### src/rtl/imem_boot_loader.sv
// Instruction-memory boot loader: packs a byte stream into big-endian words,
// writes them to sequential word addresses and holds the CPU in reset until done.
module imem_boot_loader #(
  parameter int unsigned ADDR_W    = 8,
  parameter int unsigned MAX_WORDS = 256
) (
  input  logic              Clock,
  input  logic              Reset,
  input  logic              Start,
  input  logic [ADDR_W:0]   WordCount,
  input  logic [7:0]        RxData,
  input  logic              RxValid,
  output logic              RxReady,
  output logic              MemWrite,
  output logic [ADDR_W-1:0] MemAddr,
  output logic [31:0]       MemData,
  output logic              CpuReset,
  output logic              Busy,
  output logic              Done,
  output logic              Error
);

  localparam int unsigned CNT_W = ADDR_W + 1;

  typedef enum logic [2:0] {
    S_IDLE,
    S_LOAD,
    S_WRITE,
    S_DONE,
    S_ERR
  } state_t;

  state_t              state;
  state_t              next_state;
  logic [1:0]          byte_cnt;
  logic [ADDR_W-1:0]   word_addr;
  logic [CNT_W-1:0]    word_cnt;
  logic [CNT_W-1:0]    word_total;
  logic [31:0]         asm_word;
  logic                count_ok;
  logic                accept;
  logic                last_byte;

  assign count_ok  = (WordCount != '0) && (WordCount <= CNT_W'(MAX_WORDS));
  assign accept    = (state == S_LOAD) && RxValid;
  assign last_byte = accept && (byte_cnt == 2'd3);

  // CPU sees reset asynchronously and in the very cycle the loader leaves DONE
  assign CpuReset = Reset || (state != S_DONE);

  always_ff @(posedge Clock or posedge Reset) begin
    if (Reset) begin
      state <= S_IDLE;
    end else begin
      state <= next_state;
    end
  end

  always_comb begin
    next_state = state;
    case (state)
      S_IDLE, S_DONE, S_ERR: begin
        if (Start) begin
          next_state = count_ok ? S_LOAD : S_ERR;
        end
      end
      S_LOAD: begin
        if (last_byte) begin
          next_state = S_WRITE;
        end
      end
      S_WRITE: begin
        next_state = ((word_cnt + CNT_W'(1)) == word_total) ? S_DONE : S_LOAD;
      end
      default: next_state = S_IDLE;
    endcase
  end

  // Status strobes are registered from the next state so they line up with it
  always_ff @(posedge Clock or posedge Reset) begin
    if (Reset) begin
      RxReady    <= 1'b0;
      MemWrite   <= 1'b0;
      Busy       <= 1'b0;
      Done       <= 1'b0;
      Error      <= 1'b0;
      MemAddr    <= '0;
      MemData    <= '0;
      byte_cnt   <= '0;
      word_addr  <= '0;
      word_cnt   <= '0;
      word_total <= '0;
      asm_word   <= '0;
    end else begin
      RxReady  <= (next_state == S_LOAD);
      MemWrite <= (next_state == S_WRITE);
      Busy     <= (next_state == S_LOAD) || (next_state == S_WRITE);
      Done     <= (next_state == S_DONE);
      Error    <= (next_state == S_ERR);
      case (state)
        S_IDLE, S_DONE, S_ERR: begin
          if (Start && count_ok) begin
            word_total <= WordCount;
            byte_cnt   <= '0;
            word_addr  <= '0;
            word_cnt   <= '0;
            asm_word   <= '0;
          end
        end
        S_LOAD: begin
          if (accept) begin
            asm_word <= {asm_word[23:0], RxData};
            byte_cnt <= byte_cnt + 2'd1;
          end
          if (last_byte) begin
            MemData <= {asm_word[23:0], RxData};
            MemAddr <= word_addr;
          end
        end
        S_WRITE: begin
          word_addr <= word_addr + ADDR_W'(1);
          word_cnt  <= word_cnt + CNT_W'(1);
        end
        default: begin
        end
      endcase
    end
  end

endmodule
### config.mk
export PLATFORM = sky130hd
export DESIGN_NAME = imem_boot_loader
export DESIGN_NICKNAME = d
export VERILOG_FILES = /design/src/rtl/imem_boot_loader.sv
export SDC_FILE = /design/constraint.sdc
export NUM_CORES = 1
export LEC_CHECK = 0
export BUFFER_PORTS_ARGS = -buffer_cell sky130_fd_sc_hd__buf_2
export CORE_ASPECT_RATIO = 2
export CORE_UTILIZATION = 55
export DETAILED_ROUTE_END_ITERATION = 6
export PLACE_DENSITY_LB_ADDON = 0.15
export SLEW_MARGIN = 20
export SYNTH_ARGS = -nofsm -noshare
export SYNTH_HDL_FRONTEND = slang
export SYNTH_SLANG_ARGS = --single-unit
### constraint.sdc
create_clock -name Clock -period 3.59 [get_ports Clock]
set_input_delay 0.359 -clock Clock [delete_from_list [all_inputs] [get_ports Clock]]
set_output_delay 0.359 -clock Clock [all_outputs]
set_load 0.01 [all_outputs]
==> reports/qor.txt, run 1 <==
cell taking the most area after synthesis -> dfrtp_1
total routed wirelength -> 8.71 mm
worst endpoint data arrival time -> 2.51 ns
DP Wirelength -> 5.81 mm
Distinct cells, synth -> 45
total of warnings raised by yosys -> 0
TritonCTS clock tree -> done
post-layout minimum cycle time -> 2.28 ns
number of buffers inserted during clock tree synthesis -> 9
Final Setup Violations -> 0
Simple-Gate Fraction of Synth Area -> 16.0%
pre-CTS setup slack -> 1.30 ns
Max Buffers Root-to-Sink -> 2
Final Cell Area -> 0.00509 mm2
Max Transition Viols Final -> 0
Top Family by Delay on Critical Path -> buffers and inverters
Int Power -> 2.80 mW
initial standard-cell utilization of the core -> 57.1%
# Max-Cap Violations -> 0
post-placement cell area -> 0.00472 mm2
Root Buffer Master -> clkbuf_16
async set or reset register ratio after synthesis -> 100%
Post-synth EDFFs -> 0
Static Leakage -> 2.64 nW
R2R setup slack -> 1.31 ns
number of violations reported at the end of detailed-routing iteration 0 -> 269
total number of cells along the worst setup path -> 6
non-filler instance count after layout -> 551
most common cell in the netlist -> dfrtp_1
vias -> 3,103
Relative slew margins -> 29.3%
cells after synthesis -> 389
post-synthesis xor/xnor area fraction -> 2.60%
ys flop type -> dfrtp_1
Core Rows -> 45
main combinational cell family by area after synthesis -> simple AND/OR/NAND/NOR gates
capture point of the worst reg-to-reg path -> MemData[18]
sequential fraction of design power -> 45.5%
critical path start-end classification -> reg -> reg
transition time of the tightest slew-check pin -> 1.06 ns
total core area -> 0.00760 mm2
power per cell area -> 806 mW/mm2
synthesis-to-layout area growth -> 17.4%
number of instances on the worst hold path -> 3
number of placed instances with taps included -> 535
layout cell share with drive strength beyond 1 -> 22.8%
portion of the post-synthesis area used by sequential elements -> 57.7%
final hold violations -> 0
path type of the worst min-delay path -> in -> reg
proportion of netlist area held by the largest area contributor -> 57.7%
most frequent cells after synthesis -> dfrtp_1 (100), nand2_1 (66), mux2_1 (37)
Net Count, Synth -> 413
Avg Cell Area, Syn -> 11.2 um2
Netlist Area Pre-Place -> 0.00434 mm2
initial antenna violation count -> 0
global-route wire length before repair -> 14.9 mm
detail-routed net length per standard cell -> 15.8 um
worst endpoint required time -> 3.81 ns
overall die height -> 128 um
RePlAce Congestion -> 0.838
Clock power frac -> 28.2%
fillers -> 614
final-stage net count -> 477
Sw Pwr -> 1.31 mW
largest fanout on the critical path -> 37
crit share post-route -> 63.6%
Clock Latency Late Sink -> 0.34 ns
Pre-Repair DR Iteration Count -> 4
total clock sinks -> 100
count of cells along the worst register-to-register path -> 6
fraction of the mapped netlist area in compound gates -> 7.41%
post_cts resized -> 0
main area contributors after synthesis -> dfrtp_1 (58%), mux2_1 (9.6%), nand2_1 (5.7%)
peak supply drop -> 0.000508 V
crit-path cells -> nor2b_1 > and3b_1 > buf_4 > nand2_4 > inv_4 > mux2_1
Critical Path Sink -> MemData[18]
Slowest cell on crit path -> dfrtp_1
status -> completed
setup ws final -> 1.31 ns
Worst setup startpoint -> state[0]
setup bufs post-CTS -> 0
kind of capture point of the worst setup path -> register
Max Clk Rate -> 438 MHz
number of diodes added for antenna fixing -> 0
number of flip-flops and latches in the synthesized netlist -> 100
antenna violation net count after detailed routing -> 0
mux contribution to synthesized area -> 12.7%
sort of element at the start of the critical path -> register
DRC Markers -> 0
number of global-route vias before repair -> 3,185
clock input transition at the sequential cells of the worst setup and hold paths -> 0.06 ns
post-synthesis adder-cell area fraction -> 0.865%
RSZ-0062 raised after global routing -> false
count of hold buffers inserted by post-cts repair -> 1
switching share of power -> 31.8%
setup total negative slack -> 0 ns
htree depth -> 3
pin count of the biggest net entering global routing -> 75
vias per cell -> 5.63
slowest stage delay, CP -> 0.44 ns
number of top-level design ports -> 67
total die area -> 0.00827 mm2
number of I/O port buffers -> 66
Die X-Extent -> 64.8 um
worst setup skew after layout -> 0.00599 ns
grt ovf -> 0
GR Util All Layers -> 24.1%
relative contribution of combinational cells to total power -> 26.3%
Crit path buffers/inverters -> 2
worst r2r src -> state[0]
## worst min-delay path by stage
| stage | start | end | slack (ns) |
|---|---|---|---|
| 2_1_floorplan | word_addr[7] | word_addr[7] | 0.45 |
| 3_3_place_gp | Reset | MemData[24] | 0.36 |
| 3_5_place_dp | Reset | MemData[24] | 0.36 |
| 4_1_cts | RxData[3] | asm_word[3] | 0.21 |
| 5_1_grt | RxData[5] | asm_word[5] | 0.23 |
| 6_report | RxData[3] | asm_word[3] | 0.22 |
## final cells by class
cell class              instances  area [um2]  share of cell area, %
multi-input cells             266        1720                   33.7
inverters                       5        23.8                  0.467
clock buffers                   9         225                   4.42
flip-flops and latches        100        2500                   49.1
well taps                      94         118                   2.31
clock inverters                 6         136                   2.68
repair buffers                 71         370                   7.27
## logic make-up after synthesis
group | Yosys count
AO/OA/AOI/OAI | 56
XOR/XNOR | 12
adder cells (fa/ha/maj) | 3
buffers and inverters | 23
flip-flops | 100
multiplexers | 49
AND/OR/NAND/NOR | 146
## registers in the layout, summed over array words and instances, names as in the netlist, 2 cells and up
signal      count
byte_cnt        2
MemData        32
MemAddr         8
state           3
word_cnt        9
asm_word       24
word_total      9
word_addr       8
## routing by layer
metal,global-route usage [%],vias up,part of all wire (%)
met3,5.80,20,4.1
li1,-,1471,-
met2,41.0,91,54
met5,0,-,0
met4,11.8,0,3.3
met1,27.6,1521,39
## placed cells by master, fill, tap and decap left out, types with 3 or more instances in the layout
cell       Yosys  routed
dfrtp_1      100     100
nand2_1       66      66
buf_2          7      66
mux2_1        37      37
nand3_1       32      32
o21ai_0       25      25
nor2_1        18      18
mux2_2        12      12
a21oi_1       10      10
clkbuf_16      0       9
xnor2_1        8       8
a31oi_1        7       7
o21ai_1        5       5
and2_1         4       4
bufinv_16      0       4
buf_4          0       4
inv_1          4       3
and3_1         3       3
nor4_1         3       3
xor2_1         3       3
nand4_1        3       3
nand2b_1       3       3
ha_1           3       3
## tightest hold or removal path: cells and delay by family
kind,cells,cell delay (ns)
simple gates,2,0.08
buf+inv,1,0.08
## per-stage QoR
step / hold slack (ns) / total power, mW / util, %
global route: 0.226 / 4.36 / 67.0
global placement: 0.360 / 2.91 / 62.1
finish: 0.216 / 4.11 / 67.0
detailed placement: 0.364 / 2.97 / 62.1
floorplan: 0.447 / 2.56 / -
CTS: 0.211 / 4.15 / 67.0
## power by group through the flow
stage,Clock (mW),Combinational (mW),Sequential [mW]
after floorplan,0,0.663,1.90
final,1.16,1.08,1.87
after detailed placement,0,1.09,1.88
after global placement,0,1.05,1.86
after global routing,1.22,1.21,1.93
after CTS,1.18,1.10,1.87
No activity file was read; power rests on OpenSTA's default activity.
==> run 2, diff against run 1 <==
==> constraint.sdc (replaced) <==
create_clock -name Clock -period 2.2 [get_ports Clock]
set_input_delay 0.22 -clock Clock [delete_from_list [all_inputs] [get_ports Clock]]
set_output_delay 0.22 -clock Clock [all_outputs]
set_load 0.01 [all_outputs]
==> reports/qor.txt, run 2 (synthesized netlist as in run 1, its figures left out) <==
number of diodes added for antenna fixing -> 0 (unchanged)
initial antenna violation count -> 0 (unchanged)
DP Wirelength -> 5.94 mm (was 5.81 mm)
clock input transition at the sequential cells of the worst setup and hold paths -> 0.07 ns (was 0.06 ns)
Relative slew margins -> 65.9% (was 29.3%)
path type of the worst min-delay path -> in -> async (was in -> reg)
largest registers in the final layout -> MemData x32, asm_word x24 (unchanged)
status -> completed (unchanged)
Pre-Repair DR Iteration Count -> 4 (unchanged)
pre-CTS setup slack -> 0.118 ns (was 1.30 ns)
vias per cell -> 5.64 (was 5.63)
RePlAce Congestion -> 0.856 (was 0.838)
# Max-Cap Violations -> 0 (unchanged)
Final Hold Slack -> 0.0789 ns (was 0.216 ns)
sort of element at the start of the critical path -> register (unchanged)
number of I/O port buffers -> 66 (unchanged)
grt ovf -> 0 (unchanged)
post-layout minimum cycle time -> 2.04 ns (was 2.28 ns)
Die X-Extent -> 64.8 um (unchanged)
post_cts resized -> 0 (unchanged)
detail-routed net length per standard cell -> 15.5 um (was 15.8 um)
GR Util All Layers -> 23.4% (was 24.1%)
Static Leakage -> 2.65 nW (was 2.64 nW)
number of buffers inserted during clock tree synthesis -> 9 (unchanged)
largest register by flop count -> MemData (unchanged)
DRC Markers -> 0 (unchanged)
vias -> 3,146 (was 3,103)
Max Transition Viols Final -> 0 (unchanged)
final core occ -> 67.3% (was 67.0%)
post-placement cell area -> 0.00480 mm2 (was 0.00472 mm2)
pin count of the biggest net entering global routing -> 101 (was 75)
Root Buffer Master -> clkbuf_16 (unchanged)
RSZ-0062 raised after global routing -> false (unchanged)
power per cell area -> 1250 mW/mm2 (was 806 mW/mm2)
synthesis-to-layout area growth -> 17.8% (was 17.4%)
Final Cell Area -> 0.00511 mm2 (was 0.00509 mm2)
total clock sinks -> 100 (unchanged)
setup ws final -> 0.159 ns (was 1.31 ns)
most common library cell in the layout ignoring fill and taps -> dfrtp_1 (unchanged)
overall die height -> 128 um (unchanged)
critical path start-end classification -> reg -> reg (unchanged)
crit share post-route -> 92.8% (was 63.6%)
initial standard-cell utilization of the core -> 57.1% (unchanged)
number of flip-flops in the largest register -> 32 (unchanged)
final-stage net count -> 483 (was 477)
largest fanout on the critical path -> 7 (was 37)
global-route wire length before repair -> 14.7 mm (was 14.9 mm)
worst endpoint data arrival time -> 2.23 ns (was 2.51 ns)
Max Buffers Root-to-Sink -> 2 (unchanged)
R2R setup slack -> 0.16 ns (was 1.31 ns)
number of top-level design ports -> 67 (unchanged)
total routed wirelength -> 8.62 mm (was 8.71 mm)
commonest cells after routing, fill and taps aside -> dfrtp_1 (100), nand2_1 (66), buf_2 (66), mux2_1 (37), nand3_1 (32) (unchanged)
transition time of the tightest slew-check pin -> 0.512 ns (was 1.06 ns)
htree depth -> 3 (unchanged)
peak supply drop -> 0.000697 V (was 0.000508 V)
worst setup skew after layout -> 0.00799 ns (was 0.00599 ns)
layout cell share with drive strength beyond 1 -> 24.1% (was 22.8%)
worst endpoint required time -> 2.39 ns (was 3.81 ns)
final hold violations -> 0 (unchanged)
Clock Latency Late Sink -> 0.34 ns (about the same)
antenna violation net count after detailed routing -> 0 (unchanged)
Final Setup Violations -> 0 (unchanged)
number of global-route vias before repair -> 3,122 (was 3,185)
TritonCTS clock tree -> done (unchanged)
total core area -> 0.00760 mm2 (unchanged)
total die area -> 0.00827 mm2 (unchanged)
Core Rows -> 45 (unchanged)
kind of capture point of the worst setup path -> register (unchanged)
Max Clk Rate -> 490 MHz (was 438 MHz)
number of violations reported at the end of detailed-routing iteration 0 -> 258 (was 269)
## run 2: critical path, stage by stage, from the launching register on
cell     delay, ns
dfrtp_1       0.42
ha_1          0.29
and2_1        0.24
or3_1         0.33
o32ai_2       0.09
a21oi_1       0.07
nor4_2        0.25
buf_4         0.16
nor4_1        0.04
## run 2: final timing paths
check,from,end,cells after the start
max,word_cnt[0],RxReady,8
min,Reset,MemAddr[3],3
max reg2reg,word_cnt[0],RxReady,8
min reg2reg,MemData[25],MemData[25],1
max in group asynchronous,Reset,asm_word[18],3
min in group Clock,RxData[4],asm_word[4],3
## run 2: what timing repair did
action / in CTS / in global routing
buffers inserted: 0 / 1
endpoints found under the setup margin: 0 / 4
hold buffers: 0 / 0
## run 2: routing by layer
layer  global-route usage (%)  wire, um  part of all wire [%]  vias up
met1                     27.3      3290                    38     1541
met3                     5.45       407                   4.7       10
met5                        0         0                     0        -
met2                     40.7      4850                    56      109
li1                         -         -                     -     1486
met4                     8.89        77                  0.89        0
## run 2: power by group
| part | internal, mW | switching, mW |
|---|---|---|
| combinational | 0.852 | 0.958 |
| clock | 0.910 | 0.660 |
| sequential | 2.53 | 0.505 |
| total | 4.29 | 2.12 |
## run 2: final cells by class
cell class	count	area, um2
clock buffer	10	239
clock inverter	6	61.3
fill	606	2490
inverter	5	25.0
multi-input combinational	266	1720
sequential	100	2500
tap	94	118
timing repair buffer	77	450
## run 2: stage by stage
stage                     std cells  power [mW]  setup TNS, ns
after floorplan                 389        4.17        -0.0839
after global placement          541        4.82              0
after detailed placement        541        4.90              0
after CTS                       557        6.48              0
after global routing            558        6.85              0
final                           558        6.42              0
